<file path="config.mk">
export PLATFORM = sky130hd
export DESIGN_NAME = namespace_wb_demux_flat
export DESIGN_NICKNAME = d
export VERILOG_FILES = /design/src/rtl/namespace_wb_demux_if.sv /design/src/rtl/namespace_wb_demux.sv /design/src/flat_wrapper.sv
export SDC_FILE = /design/constraint.sdc
export NUM_CORES = 1
export LEC_CHECK = 0
export BUFFER_PORTS_ARGS = -buffer_cell sky130_fd_sc_hd__buf_2
export CAP_MARGIN = 20
export CORE_MARGIN = 2
export CORE_UTILIZATION = 35
export DETAILED_ROUTE_END_ITERATION = 6
export PLACE_DENSITY = 0.64
export SLEW_MARGIN = 5
export SYNTH_ARGS = -nofsm -noshare
export SYNTH_HDL_FRONTEND = slang
export SYNTH_SLANG_ARGS = --single-unit
</file>
<file path="constraint.sdc">
create_clock -name clk -period 4.7 [get_ports clk]
set_input_delay 0.47 -clock clk [delete_from_list [all_inputs] [get_ports clk]]
set_output_delay 0.47 -clock clk [all_outputs]
set_load 0.1 [all_outputs]
</file>
<file path="src/rtl/namespace_wb_demux_if.sv">
// namespace_wb_demux_if: result stream, the four namespace write ports and the
// status outputs of the SIMD writeback router, bundled as one bus.
// slave  : router side (accepts results, drives namespace writes).
// master : ALU / namespace-memory side.
interface namespace_wb_demux_if #(
  parameter int DATA_WIDTH = 32,
  parameter int ADDR_WIDTH = 10
);
  // Result stream from the SIMD ALU output stage
  logic                  in_valid;
  logic                  in_ready;
  logic [DATA_WIDTH-1:0] in_data;
  logic [ADDR_WIDTH-1:0] in_addr;
  logic [2:0]            dest_sel;

  // Namespace write ports
  logic                  obuf_wr_en;
  logic [ADDR_WIDTH-1:0] obuf_wr_addr;
  logic [DATA_WIDTH-1:0] obuf_wr_data;
  logic                  obuf_wr_ready;

  logic                  ibuf_wr_en;
  logic [ADDR_WIDTH-1:0] ibuf_wr_addr;
  logic [DATA_WIDTH-1:0] ibuf_wr_data;
  logic                  ibuf_wr_ready;

  logic                  vmem1_wr_en;
  logic [ADDR_WIDTH-1:0] vmem1_wr_addr;
  logic [DATA_WIDTH-1:0] vmem1_wr_data;
  logic                  vmem1_wr_ready;

  logic                  vmem2_wr_en;
  logic [ADDR_WIDTH-1:0] vmem2_wr_addr;
  logic [DATA_WIDTH-1:0] vmem2_wr_data;
  logic                  vmem2_wr_ready;

  // Status
  logic                  illegal_dest;
  logic [15:0]           wb_count;

  modport slave (
    input  in_valid, in_data, in_addr, dest_sel,
    input  obuf_wr_ready, ibuf_wr_ready, vmem1_wr_ready, vmem2_wr_ready,
    output in_ready,
    output obuf_wr_en, obuf_wr_addr, obuf_wr_data,
    output ibuf_wr_en, ibuf_wr_addr, ibuf_wr_data,
    output vmem1_wr_en, vmem1_wr_addr, vmem1_wr_data,
    output vmem2_wr_en, vmem2_wr_addr, vmem2_wr_data,
    output illegal_dest, wb_count
  );

  modport master (
    output in_valid, in_data, in_addr, dest_sel,
    output obuf_wr_ready, ibuf_wr_ready, vmem1_wr_ready, vmem2_wr_ready,
    input  in_ready,
    input  obuf_wr_en, obuf_wr_addr, obuf_wr_data,
    input  ibuf_wr_en, ibuf_wr_addr, ibuf_wr_data,
    input  vmem1_wr_en, vmem1_wr_addr, vmem1_wr_data,
    input  vmem2_wr_en, vmem2_wr_addr, vmem2_wr_data,
    input  illegal_dest, wb_count
  );
endinterface

</file>
<file path="src/rtl/namespace_wb_demux.sv">
// namespace_wb_demux: SIMD writeback router. Buffers ALU results in a 2-entry
// in-order FIFO and presents the head entry on the write port of its
// destination namespace (OBUF, IBUF, VMEM1, VMEM2) until that namespace
// accepts it. Write outputs depend on registered state only.
//
// Optional feature macro: SIMD_WB_ILLEGAL_CHECK_EN
//   defined   : dest codes 1xx are dropped without a write and flag the
//               sticky illegal_dest output.
//   undefined : dest codes 1xx are written to OBUF; illegal_dest is 0.
//
// The DATA_WIDTH / ADDR_WIDTH parameters must match those of the bus.
module namespace_wb_demux #(
  parameter int DATA_WIDTH = 32,
  parameter int ADDR_WIDTH = 10
) (
  input  logic                  clk,
  input  logic                  reset,
  namespace_wb_demux_if.slave   bus
);

  typedef enum logic [1:0] {
    NS_OBUF  = 2'd0,
    NS_IBUF  = 2'd1,
    NS_VMEM1 = 2'd2,
    NS_VMEM2 = 2'd3
  } ns_e;

  typedef struct packed {
    logic [2:0]            dest;
    logic [ADDR_WIDTH-1:0] addr;
    logic [DATA_WIDTH-1:0] data;
  } entry_t;

  entry_t      fifo_mem [2];
  logic        wr_ptr;
  logic        rd_ptr;
  logic [1:0]  count;
  logic [15:0] wb_count_q;

  entry_t      head;
  logic        head_valid;
  logic        head_drop;
  ns_e         head_ns;
  logic        ns_ready;
  logic        push;
  logic        pop;
  logic        wb_done;

  assign head       = fifo_mem[rd_ptr];
  // The reset term keeps every write strobe low while reset is held, so a
  // buffered entry is never written during the reset cycle.
  assign head_valid = ~reset & (count != 2'd0);
  assign bus.in_ready = ~reset & (count != 2'd2);

  // Resolve the head entry's destination namespace and whether it is dropped
  // NOTE: every signal assigned in always_comb gets a default first so no latch is inferred.
  always_comb begin
    head_drop = 1'b0;
    head_ns   = ns_e'(head.dest[1:0]);
`ifdef SIMD_WB_ILLEGAL_CHECK_EN
    head_drop = head.dest[2];
`else
    if (head.dest[2]) head_ns = NS_OBUF;
`endif
  end

  // Select the ready of the namespace the head is waiting on
  always_comb begin
    ns_ready = 1'b0;
    case (head_ns)
      NS_OBUF:  ns_ready = bus.obuf_wr_ready;
      NS_IBUF:  ns_ready = bus.ibuf_wr_ready;
      NS_VMEM1: ns_ready = bus.vmem1_wr_ready;
      NS_VMEM2: ns_ready = bus.vmem2_wr_ready;
      default:  ns_ready = 1'b0;
    endcase
  end

  // A full buffer never accepts, even when the head pops in the same cycle.
  assign push    = bus.in_valid & bus.in_ready;
  assign wb_done = head_valid & ~head_drop & ns_ready;
  assign pop     = wb_done | (head_valid & head_drop);

  // Drive the head entry onto its namespace port; idle ports read as zero
  always_comb begin
    bus.obuf_wr_en     = 1'b0;
    bus.obuf_wr_addr   = '0;
    bus.obuf_wr_data   = '0;
    bus.ibuf_wr_en     = 1'b0;
    bus.ibuf_wr_addr   = '0;
    bus.ibuf_wr_data   = '0;
    bus.vmem1_wr_en    = 1'b0;
    bus.vmem1_wr_addr  = '0;
    bus.vmem1_wr_data  = '0;
    bus.vmem2_wr_en    = 1'b0;
    bus.vmem2_wr_addr  = '0;
    bus.vmem2_wr_data  = '0;
    if (head_valid && !head_drop) begin
      case (head_ns)
        NS_OBUF: begin
          bus.obuf_wr_en   = 1'b1;
          bus.obuf_wr_addr = head.addr;
          bus.obuf_wr_data = head.data;
        end
        NS_IBUF: begin
          bus.ibuf_wr_en   = 1'b1;
          bus.ibuf_wr_addr = head.addr;
          bus.ibuf_wr_data = head.data;
        end
        NS_VMEM1: begin
          bus.vmem1_wr_en   = 1'b1;
          bus.vmem1_wr_addr = head.addr;
          bus.vmem1_wr_data = head.data;
        end
        NS_VMEM2: begin
          bus.vmem2_wr_en   = 1'b1;
          bus.vmem2_wr_addr = head.addr;
          bus.vmem2_wr_data = head.data;
        end
        default: ;
      endcase
    end
  end

  // Buffer storage: written on push only
  // NOTE: the data array carries no reset; occupancy (count) alone decides
  // which entries are meaningful, so clearing the payload would buy nothing.
  always_ff @(posedge clk) begin
    if (push) fifo_mem[wr_ptr] <= '{dest: bus.dest_sel, addr: bus.in_addr, data: bus.in_data};
  end

  // Pointers, occupancy and completed-write counter
  // NOTE: sequential state uses non-blocking assignments so every register
  // samples pre-edge values regardless of statement order.
  always_ff @(posedge clk) begin
    if (reset) begin
      wr_ptr     <= 1'b0;
      rd_ptr     <= 1'b0;
      count      <= 2'd0;
      wb_count_q <= 16'd0;
    end else begin
      if (push) wr_ptr <= ~wr_ptr;
      if (pop)  rd_ptr <= ~rd_ptr;
      case ({push, pop})
        2'b10:   count <= count + 2'd1;
        2'b01:   count <= count - 2'd1;
        default: count <= count;
      endcase
      if (wb_done) wb_count_q <= wb_count_q + 16'd1;
    end
  end

  assign bus.wb_count = wb_count_q;

`ifdef SIMD_WB_ILLEGAL_CHECK_EN
  logic illegal_q;

  // Sticky flag set when an illegal destination is dropped from the head
  always_ff @(posedge clk) begin
    if (reset)                       illegal_q <= 1'b0;
    else if (head_valid && head_drop) illegal_q <= 1'b1;
  end

  assign bus.illegal_dest = illegal_q;
`else
  assign bus.illegal_dest = 1'b0;
`endif

endmodule

</file>
<file path="src/flat_wrapper.sv">
// flat-port wrapper written by rule: the top's interface ports become plain ports
module namespace_wb_demux_flat 
#(
  parameter int DATA_WIDTH = 32,
  parameter int ADDR_WIDTH = 10
)
  (clk, reset, bus_in_valid, bus_in_data, bus_in_addr, bus_dest_sel, bus_obuf_wr_ready, bus_ibuf_wr_ready, bus_vmem1_wr_ready, bus_vmem2_wr_ready, bus_in_ready, bus_obuf_wr_en, bus_obuf_wr_addr, bus_obuf_wr_data, bus_ibuf_wr_en, bus_ibuf_wr_addr, bus_ibuf_wr_data, bus_vmem1_wr_en, bus_vmem1_wr_addr, bus_vmem1_wr_data, bus_vmem2_wr_en, bus_vmem2_wr_addr, bus_vmem2_wr_data, bus_illegal_dest, bus_wb_count);
  namespace_wb_demux_if #(.DATA_WIDTH(DATA_WIDTH), .ADDR_WIDTH(ADDR_WIDTH)) bus_i ();
  input  logic clk;
  input  logic reset;
  input wire logic [$bits(bus_i.in_valid)-1:0] bus_in_valid;
  input wire logic [$bits(bus_i.in_data)-1:0] bus_in_data;
  input wire logic [$bits(bus_i.in_addr)-1:0] bus_in_addr;
  input wire logic [$bits(bus_i.dest_sel)-1:0] bus_dest_sel;
  input wire logic [$bits(bus_i.obuf_wr_ready)-1:0] bus_obuf_wr_ready;
  input wire logic [$bits(bus_i.ibuf_wr_ready)-1:0] bus_ibuf_wr_ready;
  input wire logic [$bits(bus_i.vmem1_wr_ready)-1:0] bus_vmem1_wr_ready;
  input wire logic [$bits(bus_i.vmem2_wr_ready)-1:0] bus_vmem2_wr_ready;
  output wire logic [$bits(bus_i.in_ready)-1:0] bus_in_ready;
  output wire logic [$bits(bus_i.obuf_wr_en)-1:0] bus_obuf_wr_en;
  output wire logic [$bits(bus_i.obuf_wr_addr)-1:0] bus_obuf_wr_addr;
  output wire logic [$bits(bus_i.obuf_wr_data)-1:0] bus_obuf_wr_data;
  output wire logic [$bits(bus_i.ibuf_wr_en)-1:0] bus_ibuf_wr_en;
  output wire logic [$bits(bus_i.ibuf_wr_addr)-1:0] bus_ibuf_wr_addr;
  output wire logic [$bits(bus_i.ibuf_wr_data)-1:0] bus_ibuf_wr_data;
  output wire logic [$bits(bus_i.vmem1_wr_en)-1:0] bus_vmem1_wr_en;
  output wire logic [$bits(bus_i.vmem1_wr_addr)-1:0] bus_vmem1_wr_addr;
  output wire logic [$bits(bus_i.vmem1_wr_data)-1:0] bus_vmem1_wr_data;
  output wire logic [$bits(bus_i.vmem2_wr_en)-1:0] bus_vmem2_wr_en;
  output wire logic [$bits(bus_i.vmem2_wr_addr)-1:0] bus_vmem2_wr_addr;
  output wire logic [$bits(bus_i.vmem2_wr_data)-1:0] bus_vmem2_wr_data;
  output wire logic [$bits(bus_i.illegal_dest)-1:0] bus_illegal_dest;
  output wire logic [$bits(bus_i.wb_count)-1:0] bus_wb_count;
  assign bus_i.in_valid = bus_in_valid;
  assign bus_i.in_data = bus_in_data;
  assign bus_i.in_addr = bus_in_addr;
  assign bus_i.dest_sel = bus_dest_sel;
  assign bus_i.obuf_wr_ready = bus_obuf_wr_ready;
  assign bus_i.ibuf_wr_ready = bus_ibuf_wr_ready;
  assign bus_i.vmem1_wr_ready = bus_vmem1_wr_ready;
  assign bus_i.vmem2_wr_ready = bus_vmem2_wr_ready;
  assign bus_in_ready = bus_i.in_ready;
  assign bus_obuf_wr_en = bus_i.obuf_wr_en;
  assign bus_obuf_wr_addr = bus_i.obuf_wr_addr;
  assign bus_obuf_wr_data = bus_i.obuf_wr_data;
  assign bus_ibuf_wr_en = bus_i.ibuf_wr_en;
  assign bus_ibuf_wr_addr = bus_i.ibuf_wr_addr;
  assign bus_ibuf_wr_data = bus_i.ibuf_wr_data;
  assign bus_vmem1_wr_en = bus_i.vmem1_wr_en;
  assign bus_vmem1_wr_addr = bus_i.vmem1_wr_addr;
  assign bus_vmem1_wr_data = bus_i.vmem1_wr_data;
  assign bus_vmem2_wr_en = bus_i.vmem2_wr_en;
  assign bus_vmem2_wr_addr = bus_i.vmem2_wr_addr;
  assign bus_vmem2_wr_data = bus_i.vmem2_wr_data;
  assign bus_illegal_dest = bus_i.illegal_dest;
  assign bus_wb_count = bus_i.wb_count;
  namespace_wb_demux #(.DATA_WIDTH(DATA_WIDTH), .ADDR_WIDTH(ADDR_WIDTH)) u_core (.clk(clk), .reset(reset), .bus(bus_i));
endmodule
</file>
== After elaboration in Yosys (flattened, before gate mapping) ==
Memories as Yosys holds them, arrays and structs flattened. A register that Yosys moved wholly into a read port is not among the register bits.
Cells that the tools add are included.
Operators by class
  bitwise operators: 7
  add/sub/neg operators: 3
  reduce and logical (&&, ||, !) cells: 3
  equality and inequality tests: 6
  multiplexer cells: 31
Operator list (count)
  $mux W32: 8
  $mux W10: 8
  $add A16 B1 Y16 const B: 1
  $mux W1: 12
  $eq A2 B2 Y1 const B: 3
  $and A1 B1 Y1: 4
  $eq A2 B1 Y1 const B: 2
  $pmux W1 S4: 1
  $pmux W2 S2: 1
  $reduce_bool A2 Y1: 2
  $not A1 Y1: 3
  $add A2 B1 Y2 const B: 1
  $logic_not A2 Y1: 1
  $mux W2: 1
  $ne A2 B2 Y1 const B: 1
  $sub A2 B1 Y2 const B: 1
Storage, ports and cells
  register bits after elaboration: 20
  output and inout port bits: 190
  memories kept: 1
  RAM bits: 90
  word-level logic and storage cells: 55
  bits of input ports: 52
Memories
  u_core.fifo_mem: depth 2, bits a word 45, rd ports 1, clocked after Yosys merged registers in 1, write ports 1, RTL line namespace_wb_demux.sv:34  | entry_t fifo_mem [2];

== Depth between registers and ports, before layout ==
  depth after elaboration: 6
  gate-level depth with buffers: 10

== Worst setup path after synthesis ==
No wires, ideal clock.
  path kind: input to register
  from: input port reset
  to: memory u_core.fifo_mem[0][0] (netlist name) (enable)
  library setup time: 448 ps
  slack: -197 ps
  data required time: 4252 ps
  arrival time: 4450 ps
  buffers on the path: 1
  cell stages on the path: 4
  cell sequence: clkbuf_8 a21oi_1 nand2_1 nor2_1
Between the ends
  cells in the longest elaborated chain, start to end: 5
Ends and longest elaborated chain
  from (decl): RTL line flat_wrapper.sv:10  | input logic reset;
  $not A1 Y1: RTL line namespace_wb_demux.sv:53  | assign bus.in_ready = ~reset & (count != 2'd2);
  $and A1 B1 Y1: RTL line namespace_wb_demux.sv:53
  net bus_in_ready: RTL line flat_wrapper.sv:19  | output wire logic [$bits(bus_i.in_ready)-1:0] bus_in_ready;
  $and A1 B1 Y1: RTL line namespace_wb_demux.sv:80  | assign push = bus.in_valid & bus.in_ready;
  $mux W1: RTL line namespace_wb_demux.sv:129  | if (push) fifo_mem[wr_ptr] <= '{dest: bus.dest_sel, addr: bus.in_addr, data: bus.in_data};
  $mux W1 (not written as such): RTL line namespace_wb_demux.sv:129
  to (decl): RTL line namespace_wb_demux.sv:34
The timed path passes the listed nets, and every way through them passes these cells.

==> summary.txt <==
Status
  • Status: complete, no violations

Floorplan
  • Total I/O pin count: 242
  • Die X: 124 um
  • FP Rows: 43
  • Die area: 15400 sq um
  • Die Y-Extent: 124 um
  • Core ar.: 14000 sq um
  • Starting density of the core: 36.2%

Critical path
  • Crit path DAT: 3140 ps
  • Critical path fanouts, max: 43
  • Setup Crit Path Kind: flip-flop to output port
  • CP startpoint kind: flip-flop
  • Crit path required time: 4230 ps
  • Nature of the critical path endpoint: output port

Yosys
  • Post-synthesis compound-gate area fraction: 5.91%
  • Ranking of synthesized cells by area: edfxtp_1, nor2_1, dfxtp_1
  • Sequential cell area fraction in the yosys report: 61.7%
  • Syn_nets: 519
  • Seq cells post-synth: 111
  • Post-Syn Area: 5060 sq um
  • Ys Warns: 0
  • Async SR Flop Fraction: 0%
  • Post-synth top area share: 53.4%
  • Post-synth EDFFs: 90
  • Most common cell in the synthesized netlist: nor2_1
  • Count of cell types in the netlist: 46
  • Largest family of logic cells by synthesized area: simple AND/OR/NAND/NOR gates
  • Mux cell area share after synthesis: 8.98%
  • Post-synth top cells: nor2_1, edfxtp_1, mux2i_1
  • Ys flop type: edfxtp_1
  • Adder-Cell Fraction of Synth Area: 0.495%
  • Syn avg cell area: 10.9 sq um
  • XOR/XNOR Fraction of Synth Area: 0.519%
  • Synth area leader: edfxtp_1
  • Synth Area in Simple Gates: 18.6%
  • Post-Synthesis Cells: 465

Cells and area
  • Final #Nets: 742
  • Area Overhead vs Synth: 31.6%
  • Fill cells: 1319
  • Post-layout util: 47.6%
  • Share of layout cells above drive strength 1: 39.4%
  • Ant. Diodes: 0

Timing
  • Setup-failing EPs final: 0
  • Clock Skew: 6.81 ps
  • RSZ-0062 raised after global routing: false
  • Final Slew Violations: 0
  • Max Fclk: 277 MHz
  • Worst slew pin tran: 998 ps
  • Rel. slew slack: 33.4%
  • Tcrit/Tclk final: 76.7%
  • Tmin final: 3610 ps
  • Final count of hold timing violations: 0
  • Hold Slack: 302 ps
  • Setup TNS: 0 ps

Drt
  • Drt pass-1 iters: 4
  • Detail Route Antenna Nets: 0
  • Avg WL per Cell: 15.6 um
  • Initial DRC Count: 242
  • # DRC: 0
  • DR vias: 4334
  • Via/cell ratio: 4.96
  • Post-Route WL: 13700 um

Clock network
  • Post-CTS Setup Bufs: 0
  • H-tree depth: 3
  • Clk slew on worst S/H paths: 80 ps
  • Clock Latency Late Sink: 350 ps
  • Hold buffers post-CTS: 0
  • Resize count post-CTS: 0
  • CTS Root Cell: clkbuf_16
  • Clock sinks: 111
  • Max clock buf depth: 2
  • TritonCTS buffer count: 9
  • CTS tree: done

Placement
  • Port bufs: 240
  • Post-DP HPWL: 9260 um
  • Final Wtd Congestion: 0.792

Global routing
  • Initial antenna violation count: 0
  • Global-route wire length before repair: 21000 um
  • Grt total ovfl: 0
  • Vias in the first global route: 4085
  • Gr usage total: 17.1%
  • Largest net degree at the start of global routing: 46

Pwr
  • PwrDens: 349 nW/um^2
  • Total Power: 2.32 mW
  • Leakage: 3.07 nW
  • Worst vdd ir: 0.221 mV

Flow run
  • Maxcap violations: 0

Hold path
  • Hold Crit Class: primary input to flip-flop
sequential cells by signal, indices dropped and copies added (netlist names), named ones only:
name and count:
u_core.count 2, u_core.fifo_mem 90, u_core.wr_ptr 1, u_core.bus.wb_count 16, u_core.rd_ptr 1
placed cells by master (no fill, tap or decap), types with 2 or more instances in the layout:
cell type  synthesis  layout
o21ai_0           10      10
nor2_1           175     174
o41ai_1            4       4
clkinv_4           0       2
dfxtp_1           21      20
clkbuf_16          0       9
o211ai_1           2       2
a21oi_1           14      14
buf_2              1     240
or3_2              0       2
xor2_1             2       2
inv_8              0       2
nand3_1            7       6
or4_1              2       2
nand2_1           10      10
nor4_1             2       2
mux2i_1           42      42
ha_1               2       2
nand4_1            4       4
edfxtp_1          90      90
buf_4              1       2
inv_1              7       7
or3_1             11       9
o21a_1             2       2
mux2_2             3       3
o311ai_0           2       2
o31ai_1            3       3
critical path, cell delays in order, from the launching register on:
cell      delay (ps)
dfxtp_2          750
nand3b_4         130
o21ai_0          150
nand3_2          810
nor2_1           410
buf_2            480
path summary, 6_finish.rpt:
check                               start                       to  slack, ps  cells past startpoint
setup / recovery                flip-flop     bus_vmem2_wr_addr[9]       1090                      5
setup reg to reg                flip-flop          u_core.count[1]       1810                      7
hold / removal            bus_in_data[21]   u_core.fifo_mem[0][21]        300                      1
hold reg to reg   u_core.bus.wb_count[15]  u_core.bus.wb_count[15]        500                      2
layout make-up:
type / instances / area (sq um) / share of cell area (%)
flip-flops and latches: 111 / 3120 / 46.9
multi-input cells: 316 / 1770 / 26.5
repair buffers: 243 / 1240 / 18.6
clock buffers: 10 / 229 / 3.44
well taps: 180 / 225 / 3.38
clock inverters: 6 / 52.6 / 0.789
inverters: 7 / 26.3 / 0.395
power by group:
group          total (mW)  leakage [nW]  switching, mW  internal, mW
logic               0.470          1.93          0.388        0.0822
registers            1.12         0.996         0.0185          1.10
clock network       0.731         0.139          0.361         0.370
through the flow:
step | area [sq um] | instances | setup WS (ps)
after CTS | 6640 | 872 | 1000
after global placement | 6360 | 856 | 1410
final | 6660 | 873 | 1090
after floorplan | 5060 | 465 | 534
after detailed placement | 6360 | 856 | 1360
after global routing | 6660 | 873 | 848
cell families (layout without fill, tap and decap cells):
family / after synthesis / count (layout)
buffers and inverters: 38 / 266
other: 1 / 1
DFF: 111 / 111
xor gates and xnor gates: 3 / 3
AOI/OAI and AO/OA: 44 / 44
adders and majority gates: 2 / 2
muxes: 45 / 45
and+or+nand+nor: 221 / 221
metal layers:
layer / track usage, % / wire (um) / up-vias
li1: - / - / 2068
met1: 19.9 / 5460 / 2077
met2: 30.6 / 7070 / 179
met3: 5.46 / 980 / 10
met4: 4.16 / 146 / 0
met5: 0 / 0 / -
No activity file was read; power rests on OpenSTA's default activity.
